**src/rtl/mc_ctrl_if.sv**
```systemverilog
// Control-unit bundle: fetched instruction and ALU flag in, datapath controls out.
// The controller uses the master view, the datapath the slave view.
interface mc_ctrl_if;
  logic [31:0] instr;
  logic        zero;
  logic        ir_wr;
  logic        pc_wr;
  logic [1:0]  npc_sel;
  logic [1:0]  ext_op;
  logic        alu_src;
  logic [2:0]  alu_op;
  logic [1:0]  reg_dst;
  logic [1:0]  mem_to_reg;
  logic        reg_wr;
  logic        mem_wr;
  logic        illegal;
  logic [3:0]  state;
  logic [31:0] instr_cnt;

  modport master (
    input  instr, zero,
    output ir_wr, pc_wr, npc_sel, ext_op, alu_src, alu_op, reg_dst,
           mem_to_reg, reg_wr, mem_wr, illegal, state, instr_cnt
  );

  modport slave (
    output instr, zero,
    input  ir_wr, pc_wr, npc_sel, ext_op, alu_src, alu_op, reg_dst,
           mem_to_reg, reg_wr, mem_wr, illegal, state, instr_cnt
  );
endinterface

```
**src/rtl/mc_ctrl.sv**
```systemverilog
// Multi-cycle MIPS control FSM with registered Moore outputs and a retired-instruction count.
// Optional jal/jr support is enabled by defining CTRL_JAL_EN; otherwise both decode as illegal.
module mc_ctrl (
  input  logic      clk,
  input  logic      reset,
  mc_ctrl_if.master bus
);

  typedef enum logic [3:0] {
    FETCH = 4'd0, DECODE = 4'd1, MA = 4'd2, MR = 4'd3, MW = 4'd4,
    WB_MEM = 4'd5, EXE = 4'd6, WB_ALU = 4'd7, BR = 4'd8, JMP = 4'd9
  } state_t;

  typedef enum logic [3:0] {
    I_ADDU, I_SUBU, I_ORI, I_LW, I_SW, I_BEQ, I_LUI, I_J, I_JAL, I_JR, I_ILL
  } cls_t;

  typedef struct packed {
    logic       ir_wr;
    logic       pc_wr;
    logic [1:0] npc_sel;
    logic [1:0] ext_op;
    logic       alu_src;
    logic [2:0] alu_op;
    logic [1:0] reg_dst;
    logic [1:0] mem_to_reg;
    logic       reg_wr;
    logic       mem_wr;
    logic       illegal;
  } ctl_t;

  function automatic cls_t classify(input logic [5:0] op, input logic [5:0] fn);
    cls_t c;
    c = I_ILL;
    case (op)
      6'b000000: begin
        if (fn == 6'b100001) c = I_ADDU;
        else if (fn == 6'b100011) c = I_SUBU;
`ifdef CTRL_JAL_EN
        else if (fn == 6'b001000) c = I_JR;
`endif
      end
      6'b001101: c = I_ORI;
      6'b100011: c = I_LW;
      6'b101011: c = I_SW;
      6'b000100: c = I_BEQ;
      6'b001111: c = I_LUI;
      6'b000010: c = I_J;
`ifdef CTRL_JAL_EN
      6'b000011: c = I_JAL;
`endif
      default:   c = I_ILL;
    endcase
    return c;
  endfunction

  // Control word for a given state and instruction class; registered one cycle ahead.
  function automatic ctl_t decode(input state_t st, input cls_t c);
    ctl_t o;
    o = '0;
    case (st)
      FETCH:  o.ir_wr = 1'b1;
      DECODE: begin
        if (c == I_ILL) begin
          o.illegal = 1'b1;
          o.pc_wr   = 1'b1;
        end
      end
      EXE, WB_ALU: begin
        case (c)
          I_ADDU: begin o.alu_op = 3'b000; o.reg_dst = 2'b01; end
          I_SUBU: begin o.alu_op = 3'b001; o.reg_dst = 2'b01; end
          I_ORI:  begin o.alu_src = 1'b1; o.ext_op = 2'b00; o.alu_op = 3'b010; end
          I_LUI:  begin o.alu_src = 1'b1; o.ext_op = 2'b10; o.alu_op = 3'b011; end
          default: o.alu_op = 3'b000;
        endcase
        if (st == WB_ALU) begin
          o.reg_wr = 1'b1;
          o.pc_wr  = 1'b1;
        end
      end
      MA, MR, MW, WB_MEM: begin
        o.alu_src = 1'b1;
        o.ext_op  = 2'b01;
        if (st == MW) begin
          o.mem_wr = 1'b1;
          o.pc_wr  = 1'b1;
        end
        if (st == WB_MEM) begin
          o.reg_wr     = 1'b1;
          o.mem_to_reg = 2'b01;
          o.pc_wr      = 1'b1;
        end
      end
      BR: begin
        o.alu_op = 3'b001;
        o.pc_wr  = 1'b1;
      end
      JMP: begin
        o.pc_wr   = 1'b1;
        o.npc_sel = (c == I_JR) ? 2'b11 : 2'b10;
        if (c == I_JAL) begin
          o.reg_wr     = 1'b1;
          o.reg_dst    = 2'b10;
          o.mem_to_reg = 2'b10;
        end
      end
      default: o = '0;
    endcase
    return o;
  endfunction

  state_t      state_q, state_nxt;
  logic [5:0]  op_q, fn_q, op_nxt, fn_nxt;
  cls_t        cls;
  ctl_t        ctl_q;
  logic [31:0] cnt_q;
  logic        unused_instr_bits;

  assign unused_instr_bits = ^bus.instr[25:6];

  // The opcode/funct seen here are the ones that will be latched, so the
  // registered control word for the next state is already correct.
  always_comb begin
    op_nxt = op_q;
    fn_nxt = fn_q;
    if (state_q == FETCH) begin
      op_nxt = bus.instr[31:26];
      fn_nxt = bus.instr[5:0];
    end
    cls       = classify(op_nxt, fn_nxt);
    state_nxt = FETCH;
    case (state_q)
      FETCH:  state_nxt = DECODE;
      DECODE: begin
        case (cls)
          I_ADDU, I_SUBU, I_ORI, I_LUI: state_nxt = EXE;
          I_LW, I_SW:                   state_nxt = MA;
          I_BEQ:                        state_nxt = BR;
          I_J, I_JAL, I_JR:             state_nxt = JMP;
          default:                      state_nxt = FETCH;
        endcase
      end
      EXE:     state_nxt = WB_ALU;
      MA:      state_nxt = (cls == I_LW) ? MR : MW;
      MR:      state_nxt = WB_MEM;
      default: state_nxt = FETCH;
    endcase
  end

  always_ff @(posedge clk or posedge reset) begin
    if (reset) begin
      state_q <= FETCH;
      op_q    <= '0;
      fn_q    <= '0;
      ctl_q   <= decode(FETCH, I_ILL);
      cnt_q   <= '0;
    end else begin
      state_q <= state_nxt;
      op_q    <= op_nxt;
      fn_q    <= fn_nxt;
      ctl_q   <= decode(state_nxt, cls);
      if (ctl_q.pc_wr) cnt_q <= cnt_q + 32'd1;
    end
  end

  // ir_wr is held low during reset even though the reset control word is FETCH's.
  assign bus.ir_wr      = ctl_q.ir_wr & ~reset;
  assign bus.pc_wr      = ctl_q.pc_wr;
  assign bus.npc_sel    = (state_q == BR) ? {1'b0, bus.zero} : ctl_q.npc_sel;
  assign bus.ext_op     = ctl_q.ext_op;
  assign bus.alu_src    = ctl_q.alu_src;
  assign bus.alu_op     = ctl_q.alu_op;
  assign bus.reg_dst    = ctl_q.reg_dst;
  assign bus.mem_to_reg = ctl_q.mem_to_reg;
  assign bus.reg_wr     = ctl_q.reg_wr;
  assign bus.mem_wr     = ctl_q.mem_wr;
  assign bus.illegal    = ctl_q.illegal;
  assign bus.state      = state_q;
  assign bus.instr_cnt  = cnt_q;

endmodule
```
**src/flat_wrapper.sv**
```systemverilog
// flat-port wrapper written by rule: the top's interface ports become plain ports
module mc_ctrl_flat 
  (clk, reset, bus_instr, bus_zero, bus_ir_wr, bus_pc_wr, bus_npc_sel, bus_ext_op, bus_alu_src, bus_alu_op, bus_reg_dst, bus_mem_to_reg, bus_reg_wr, bus_mem_wr, bus_illegal, bus_state, bus_instr_cnt);
  mc_ctrl_if bus_i ();
  input  logic clk;
  input  logic reset;
  input wire logic [$bits(bus_i.instr)-1:0] bus_instr;
  input wire logic [$bits(bus_i.zero)-1:0] bus_zero;
  output wire logic [$bits(bus_i.ir_wr)-1:0] bus_ir_wr;
  output wire logic [$bits(bus_i.pc_wr)-1:0] bus_pc_wr;
  output wire logic [$bits(bus_i.npc_sel)-1:0] bus_npc_sel;
  output wire logic [$bits(bus_i.ext_op)-1:0] bus_ext_op;
  output wire logic [$bits(bus_i.alu_src)-1:0] bus_alu_src;
  output wire logic [$bits(bus_i.alu_op)-1:0] bus_alu_op;
  output wire logic [$bits(bus_i.reg_dst)-1:0] bus_reg_dst;
  output wire logic [$bits(bus_i.mem_to_reg)-1:0] bus_mem_to_reg;
  output wire logic [$bits(bus_i.reg_wr)-1:0] bus_reg_wr;
  output wire logic [$bits(bus_i.mem_wr)-1:0] bus_mem_wr;
  output wire logic [$bits(bus_i.illegal)-1:0] bus_illegal;
  output wire logic [$bits(bus_i.state)-1:0] bus_state;
  output wire logic [$bits(bus_i.instr_cnt)-1:0] bus_instr_cnt;
  assign bus_i.instr = bus_instr;
  assign bus_i.zero = bus_zero;
  assign bus_ir_wr = bus_i.ir_wr;
  assign bus_pc_wr = bus_i.pc_wr;
  assign bus_npc_sel = bus_i.npc_sel;
  assign bus_ext_op = bus_i.ext_op;
  assign bus_alu_src = bus_i.alu_src;
  assign bus_alu_op = bus_i.alu_op;
  assign bus_reg_dst = bus_i.reg_dst;
  assign bus_mem_to_reg = bus_i.mem_to_reg;
  assign bus_reg_wr = bus_i.reg_wr;
  assign bus_mem_wr = bus_i.mem_wr;
  assign bus_illegal = bus_i.illegal;
  assign bus_state = bus_i.state;
  assign bus_instr_cnt = bus_i.instr_cnt;
  mc_ctrl u_core (.clk(clk), .reset(reset), .bus(bus_i));
endmodule
```
**config.mk**
```make
export PLATFORM = sky130hd
export DESIGN_NAME = mc_ctrl_flat
export DESIGN_NICKNAME = d
export VERILOG_FILES = /design/src/rtl/mc_ctrl_if.sv /design/src/rtl/mc_ctrl.sv /design/src/flat_wrapper.sv
export SDC_FILE = /design/constraint.sdc
export NUM_CORES = 1
export LEC_CHECK = 0
export BUFFER_PORTS_ARGS = -buffer_cell sky130_fd_sc_hd__buf_2
export CORE_UTILIZATION = 50
export DETAILED_ROUTE_END_ITERATION = 8
export PLACE_DENSITY = 0.81
export SLEW_MARGIN = 20
export SYNTH_ARGS = -nofsm -noshare
export SYNTH_HDL_FRONTEND = slang
export SYNTH_SLANG_ARGS = --single-unit
```
**constraint.sdc**
```tcl
create_clock -name clk -period 3.1 [get_ports clk]
set_input_delay 0.62 -clock clk [delete_from_list [all_inputs] [get_ports clk]]
set_output_delay 0.62 -clock clk [all_outputs]
set_load 0.03 [all_outputs]
```
==> key figures, run 1 <==
Outcome
  • Outcome: finished clean

Critical path
  • Worst Path Required: 3.36 ns
  • Crit end category: register
  • Critical path class: reg -> reg
  • Critical Path Fanout Max: 11
  • Critical path launch point type: register
  • Worst EP arrival: 2.95 ns

Global routing
  • Largest net degree at the start of global routing: 29
  • Vias in the first global route: 2494
  • First-pass GRT wire length: 10900 um
  • Initial antenna violation count: 0
  • Total congestion overflow: 0
  • All-Layer GR Usage: 21.4%

Drt
  • DR vias: 2623
  • Antenna-violating nets left: 0
  • Initial DRC Count: 120
  • Routed len/inst: 14.6 um
  • WL final: 6800 um
  • TritonRoute pass-1 iters: 4
  • DRC: 0
  • Via density per instance: 5.62

Power and ir drop
  • Peak VDD IR: 0.429 mV
  • Pwr/cell area: 831 nW/um^2
  • LEAKAGE: 1.87 nW

Floorplanning
  • Die height: 82.5 um
  • FP Rows: 28
  • IO Pins: 88
  • Placeable Area: 6100 um^2
  • DIE AREA: 6810 um^2
  • Chip width: 82.5 um
  • Initial Util: 53.2%

Logic synthesis
  • Ys async rst share: 100%
  • Synth Area in Adders: 0.386%
  • Compound-Gate Fraction of Synth Area: 10.0%
  • Fraction of the yosys area taken by sequential cells: 49.5%
  • Mux cell area share after synthesis: 2.47%
  • XOR/XNOR Fraction of Synth Area: 9.19%
  • EDFF count, synth: 0
  • Avg Inst Size Synth: 10.0 um^2
  • Largest family of logic cells by synthesized area: simple AND/OR/NAND/NOR gates
  • Post-Synth Simple-Gate Area: 23.2%
  • Mapped cell area: 3240 um^2
  • Main synth FF type: dfrtp_1
  • Cells after Synth: 323
  • Number of synthesis warnings: 0
  • Count of different cell masters after synthesis: 57
  • Synth Register Bits: 64

Final layout
  • Register area: 1600 um^2
  • Most frequent cells in the layout: 66 x buf_2, 63 x dfrtp_1, 44 x nand2_1
  • Commonest non-fill, non-tap cell in the layout: buf_2
  • Layout cells sized above 1: 26.5%
  • Max reg flops: 32
  • Footprint of the multi-input gates: 1480 um^2
  • Antenna Cells: 0
  • Area Growth Syn to Fin: 17.3%
  • Nets: 423
  • Layout fillers: 502
  • Layout Utilization: 62.4%

Clocking
  • Clock transition at path regs: 0.07 ns
  • CTS Buf Count: 9
  • Clk Tree Root Cell: clkbuf_8
  • CTS sink cnt: 64
  • Clk_lat worst skew: 0.33 ns
  • CTS tree: done
  • Post-CTS Setup Inserts: 0
  • Cts hold-fix bufs: 0
  • H-tree Lvls: 3
  • Clock Path Buffers: 2
  • Post-CTS Resized: 0

Run
  • Max cap viols: 0

STA
  • Final Hold Vio Count: 0
  • Worst-Margin Slew: 0.686 ns
  • Endpoints failing setup: 0
  • Min Tclk post-route: 2.69 ns
  • Fmax: 371 MHz
  • Period utilisation layout: 86.9%
  • Setup tns final: 0 ns
  • Slew Viols, Final: 0
  • Unrepaired setup endpoints after global routing: no
  • Max transition margin: 53.8%
  • Clk_skew: 0.00766 ns

Placed design
  • Final HPWL DP: 4950 um
  • Routability Congestion: 0.845
  • Port buffer count: 66

Min path
  • Worst Hold Class: in -> async
-- kinds of logic after synthesis --
logic type	Yosys count
compound gates	44
mux	7
xor+xnor	34
simple gates	140
buf+inv	32
other cells	1
fa+ha+maj	1
flops	64
-- report_power, final --
part / internal [W] / switching [W] / leakage, nW
Clock: 0.000392 / 0.000315 / 0.0993
Combinational: 0.000449 / 0.000767 / 0.929
Sequential: 0.00102 / 0.000213 / 0.842
Total: 0.00186 / 0.00129 / 1.87
-- critical path: stages (launching register included) --
cell and delay [ns]:
dfrtp_1 0.51, or4_1 0.79, a211oi_2 0.30, nor3_1 0.13, a21o_1 0.21, or4_1 0.58, o211ai_2 0.10
-- synthesized netlist by cell type (all sizes together) (7+ instances only) --
master   n  share of area [%]
dfrtp   63                 49
nand2   44                5.1
xnor2   25                6.8
nor2    20                2.3
buf     15                3.2
nand4   12                2.3
nand3   11                1.7
o21ai   11                1.7
clkbuf  10                1.2
nor3    10                1.9
xor2     9                2.4
and3     7                1.4
inv      7               0.81
-- layout make-up --
type	count	area share [%]
flip-flops and latches	64	42.2
inverters	7	0.691
multi-input cells	230	39.0
clock buffers	11	3.72
clock inverters	5	1.48
repair buffers	75	10.5
well taps	75	2.47
-- stage by stage --
stage	setup WS, ns	instances	area [um^2]	power, W	hold slack, ns
after floorplan	0.679	326	3250	0.00215	0.446
after detailed placement	0.458	451	3600	0.00245	0.460
after CTS	0.428	467	3800	0.00317	0.280
after global routing	0.285	467	3800	0.00334	0.305
after global placement	0.475	451	3600	0.00241	0.458
final	0.405	467	3800	0.00316	0.282
-- worst paths after layout --
check,from,endpoint,slack [ns],cells past startpoint
max in group asynchronous,reset,u_core.fn_q[2],2.11,3
max reg2reg,u_core.bus.state[3],u_core.bus.alu_src,0.41,6
min in group clk,u_core.bus.instr_cnt[31],u_core.bus.instr_cnt[31],0.47,1
min reg2reg,u_core.bus.instr_cnt[31],u_core.bus.instr_cnt[31],0.47,1
max,u_core.bus.state[3],u_core.bus.alu_src,0.41,6
min,reset,u_core.bus.instr_cnt[29],0.28,2
-- layer usage --
| metal | GRT usage [%] | wire length, um | share of wire (%) | vias up |
|---|---|---|---|---|
| li1 | - | - | - | 1252 |
| met1 | 26.0 | 3000 | 44 | 1280 |
| met2 | 36.9 | 3310 | 49 | 84 |
| met3 | 5.38 | 459 | 6.7 | 7 |
| met4 | 7.41 | 38 | 0.56 | 0 |
| met5 | 0 | 0 | 0 | - |
(Power assumes the default switching activity.)
==> run 2: changes to the inputs <==
--- a/config.mk
+++ b/config.mk
@@ -6,9 +6,11 @@
 export NUM_CORES = 1
 export LEC_CHECK = 0
 export BUFFER_PORTS_ARGS = -buffer_cell sky130_fd_sc_hd__buf_2
-export CORE_UTILIZATION = 50
+export CELL_PAD_IN_SITES_DETAIL_PLACEMENT = 0
+export CELL_PAD_IN_SITES_GLOBAL_PLACEMENT = 1
+export CORE_UTILIZATION = 40
 export DETAILED_ROUTE_END_ITERATION = 8
-export PLACE_DENSITY = 0.81
+export PLACE_DENSITY = 0.84
 export SLEW_MARGIN = 20
 export SYNTH_ARGS = -nofsm -noshare
 export SYNTH_HDL_FRONTEND = slang
==> run 2 against run 1 <==
  * Sequential power about the same
  * Non-clock buffer count down 1
  * Register-to-register slack worse by 0.03 ns
  * Routed wire length up 1.2%
  * Critical path type unchanged
  * Critical endpoint is now u_core.bus.ext_op[0]
  * Largest power group unchanged
  * Highest routed layer unchanged
==> key figures, run 2 (synthesis gave the netlist of run 1 again) <==
Outcome
  • Outcome: finished clean

Critical path
  • Crit. Startpoint: u_core.bus.state[1]
  • Critical Path Fanout Max: 21
  • Critical path launch point type: register
  • Worst Path Required: 3.36 ns
  • Crit end category: register
  • Worst EP arrival: 2.99 ns
  • Worst r2r src: u_core.bus.state[1]
  • R2r setup slk: 0.37 ns
  • Crit path to: u_core.bus.ext_op[0]
  • Critical path class: reg -> reg
  • Reg-to-Reg End: u_core.bus.ext_op[0]
  • R2R depth: 8

Power and ir drop
  • LEAKAGE: 1.87 nW
  • Pwr/cell area: 827 nW/um^2
  • Internal: 0.00189 W
  • Comb pwr share: 37.7%
  • Sw frac: 40.7%
  • Switching power: 0.00130 W
  • Sequential share of power: 38.9%
  • Clock power share: 23.3%
  • Peak VDD IR: 0.255 mV

Floorplanning
  • Placeable Area: 7770 um^2
  • DIE AREA: 8470 um^2
  • Die height: 92.0 um
  • Chip width: 92.0 um
  • Initial Util: 41.7%
  • IO Pins: 88
  • FP Rows: 32

Final layout
  • Layout cells sized above 1: 26.4%
  • Max reg flops: 32
  • Layout Utilization: 49.5%
  • Area Growth Syn to Fin: 18.7%
  • Most frequent cells in the layout: 66 x buf_2, 63 x dfrtp_1, 44 x nand2_1
  • Commonest non-fill, non-tap cell in the layout: buf_2
  • Layout fillers: 726
  • Post-layout instance area: 3850 um^2
  • Antenna Cells: 0
  • Nets: 422
  • Final non-filler cell total: 492

Drt
  • Via density per instance: 5.26
  • Routed len/inst: 14.0 um
  • WL final: 6890 um
  • Initial DRC Count: 127
  • Antenna-violating nets left: 0
  • DRC: 0
  • DR vias: 2590
  • TritonRoute pass-1 iters: 4

Clocking
  • CTS sink cnt: 64
  • H-tree Lvls: 3
  • CTS tree: done
  • Post-CTS Resized: 0
  • Cts hold-fix bufs: 0
  • Clock transition at path regs: 0.07 ns
  • Clock Path Buffers: 2
  • Clk Tree Root Cell: clkbuf_8
  • Post-CTS Setup Inserts: 0
  • Clk_lat worst skew: 0.35 ns
  • CTS Buf Count: 9

Global routing
  • Vias in the first global route: 2369
  • Initial antenna violation count: 0
  • Total congestion overflow: 0
  • First-pass GRT wire length: 11300 um
  • All-Layer GR Usage: 17.1%
  • Largest net degree at the start of global routing: 37

STA
  • Period utilisation layout: 87.9%
  • Endpoints failing setup: 0
  • Unrepaired setup endpoints after global routing: no
  • Final Hold Vio Count: 0
  • Max transition margin: 56.1%
  • Fmax: 367 MHz
  • Clk_skew: 0.00899 ns
  • Hold slack: 0.357 ns
  • Slew Viols, Final: 0
  • Worst-Margin Slew: 0.653 ns
  • Min Tclk post-route: 2.73 ns
  • Setup tns final: 0 ns

Placed design
  • Placed Cells: 477
  • Routability Congestion: 0.787
  • Dpl cell area: 3640 um^2
  • Final HPWL DP: 4890 um
  • Port buffer count: 66

Run
  • Max cap viols: 0

Min path
  • Worst Hold Class: in -> async
[run 2: metal layers]
| metal | global-route usage, % | vias up | routed length [um] |
|---|---|---|---|
| met4 | 8.46 | 0 | 129 |
| met1 | 23.4 | 1262 | 3290 |
| li1 | - | 1248 | - |
| met2 | 26.2 | 70 | 3160 |
| met3 | 2.82 | 10 | 309 |
| met5 | 0 | - | 0 |
[run 2: power groups by stage]
stage | logic (W) | registers [W] | clock network (W)
after floorplan | 0.000834 | 0.00132 | 0
after global placement | 0.00119 | 0.00124 | 0
after detailed placement | 0.00120 | 0.00125 | 0
after CTS | 0.00121 | 0.00124 | 0.000760
after global routing | 0.00132 | 0.00126 | 0.000790
final | 0.00120 | 0.00124 | 0.000742
[run 2: stage by stage]
stage	setup WS, ns	power, W
floorplan	0.679	0.00215
global placement	0.423	0.00243
detailed placement	0.411	0.00245
CTS	0.390	0.00320
global route	0.195	0.00337
finish	0.374	0.00318
[run 2: layout make-up]
type / count / area [um^2] / area share, %
inverter: 7 / 26.3 / 0.683
multi-input combinational: 230 / 1480 / 38.5
clock inverter: 4 / 53.8 / 1.40
clock buffer: 11 / 151 / 3.93
timing repair buffer: 74 / 403 / 10.5
tap: 102 / 128 / 3.32
sequential: 64 / 1600 / 41.7
[run 2: critical path, cell delays in order (launching register included)]
cell and delay [ns]:
dfrtp_1 0.42, buf_4 0.18, nor4_2 0.26, buf_4 0.29
mux2i_1 0.40, nor3_1 0.17, a21o_1 0.23, or4_1 0.58
o21ai_0 0.10
[run 2: worst min-delay path by stage]
stage | slack (ns) | endpoint | startpoint
2_1_floorplan | 0.45 | u_core.fn_q[0] | u_core.fn_q[0]
3_3_place_gp | 0.46 | u_core.bus.instr_cnt[31] | u_core.bus.instr_cnt[31]
3_5_place_dp | 0.46 | u_core.bus.instr_cnt[31] | u_core.bus.instr_cnt[31]
4_1_cts | 0.37 | u_core.bus.instr_cnt[10] | reset
5_1_grt | 0.41 | u_core.bus.instr_cnt[25] | reset
6_report | 0.36 | u_core.bus.instr_cnt[23] | reset
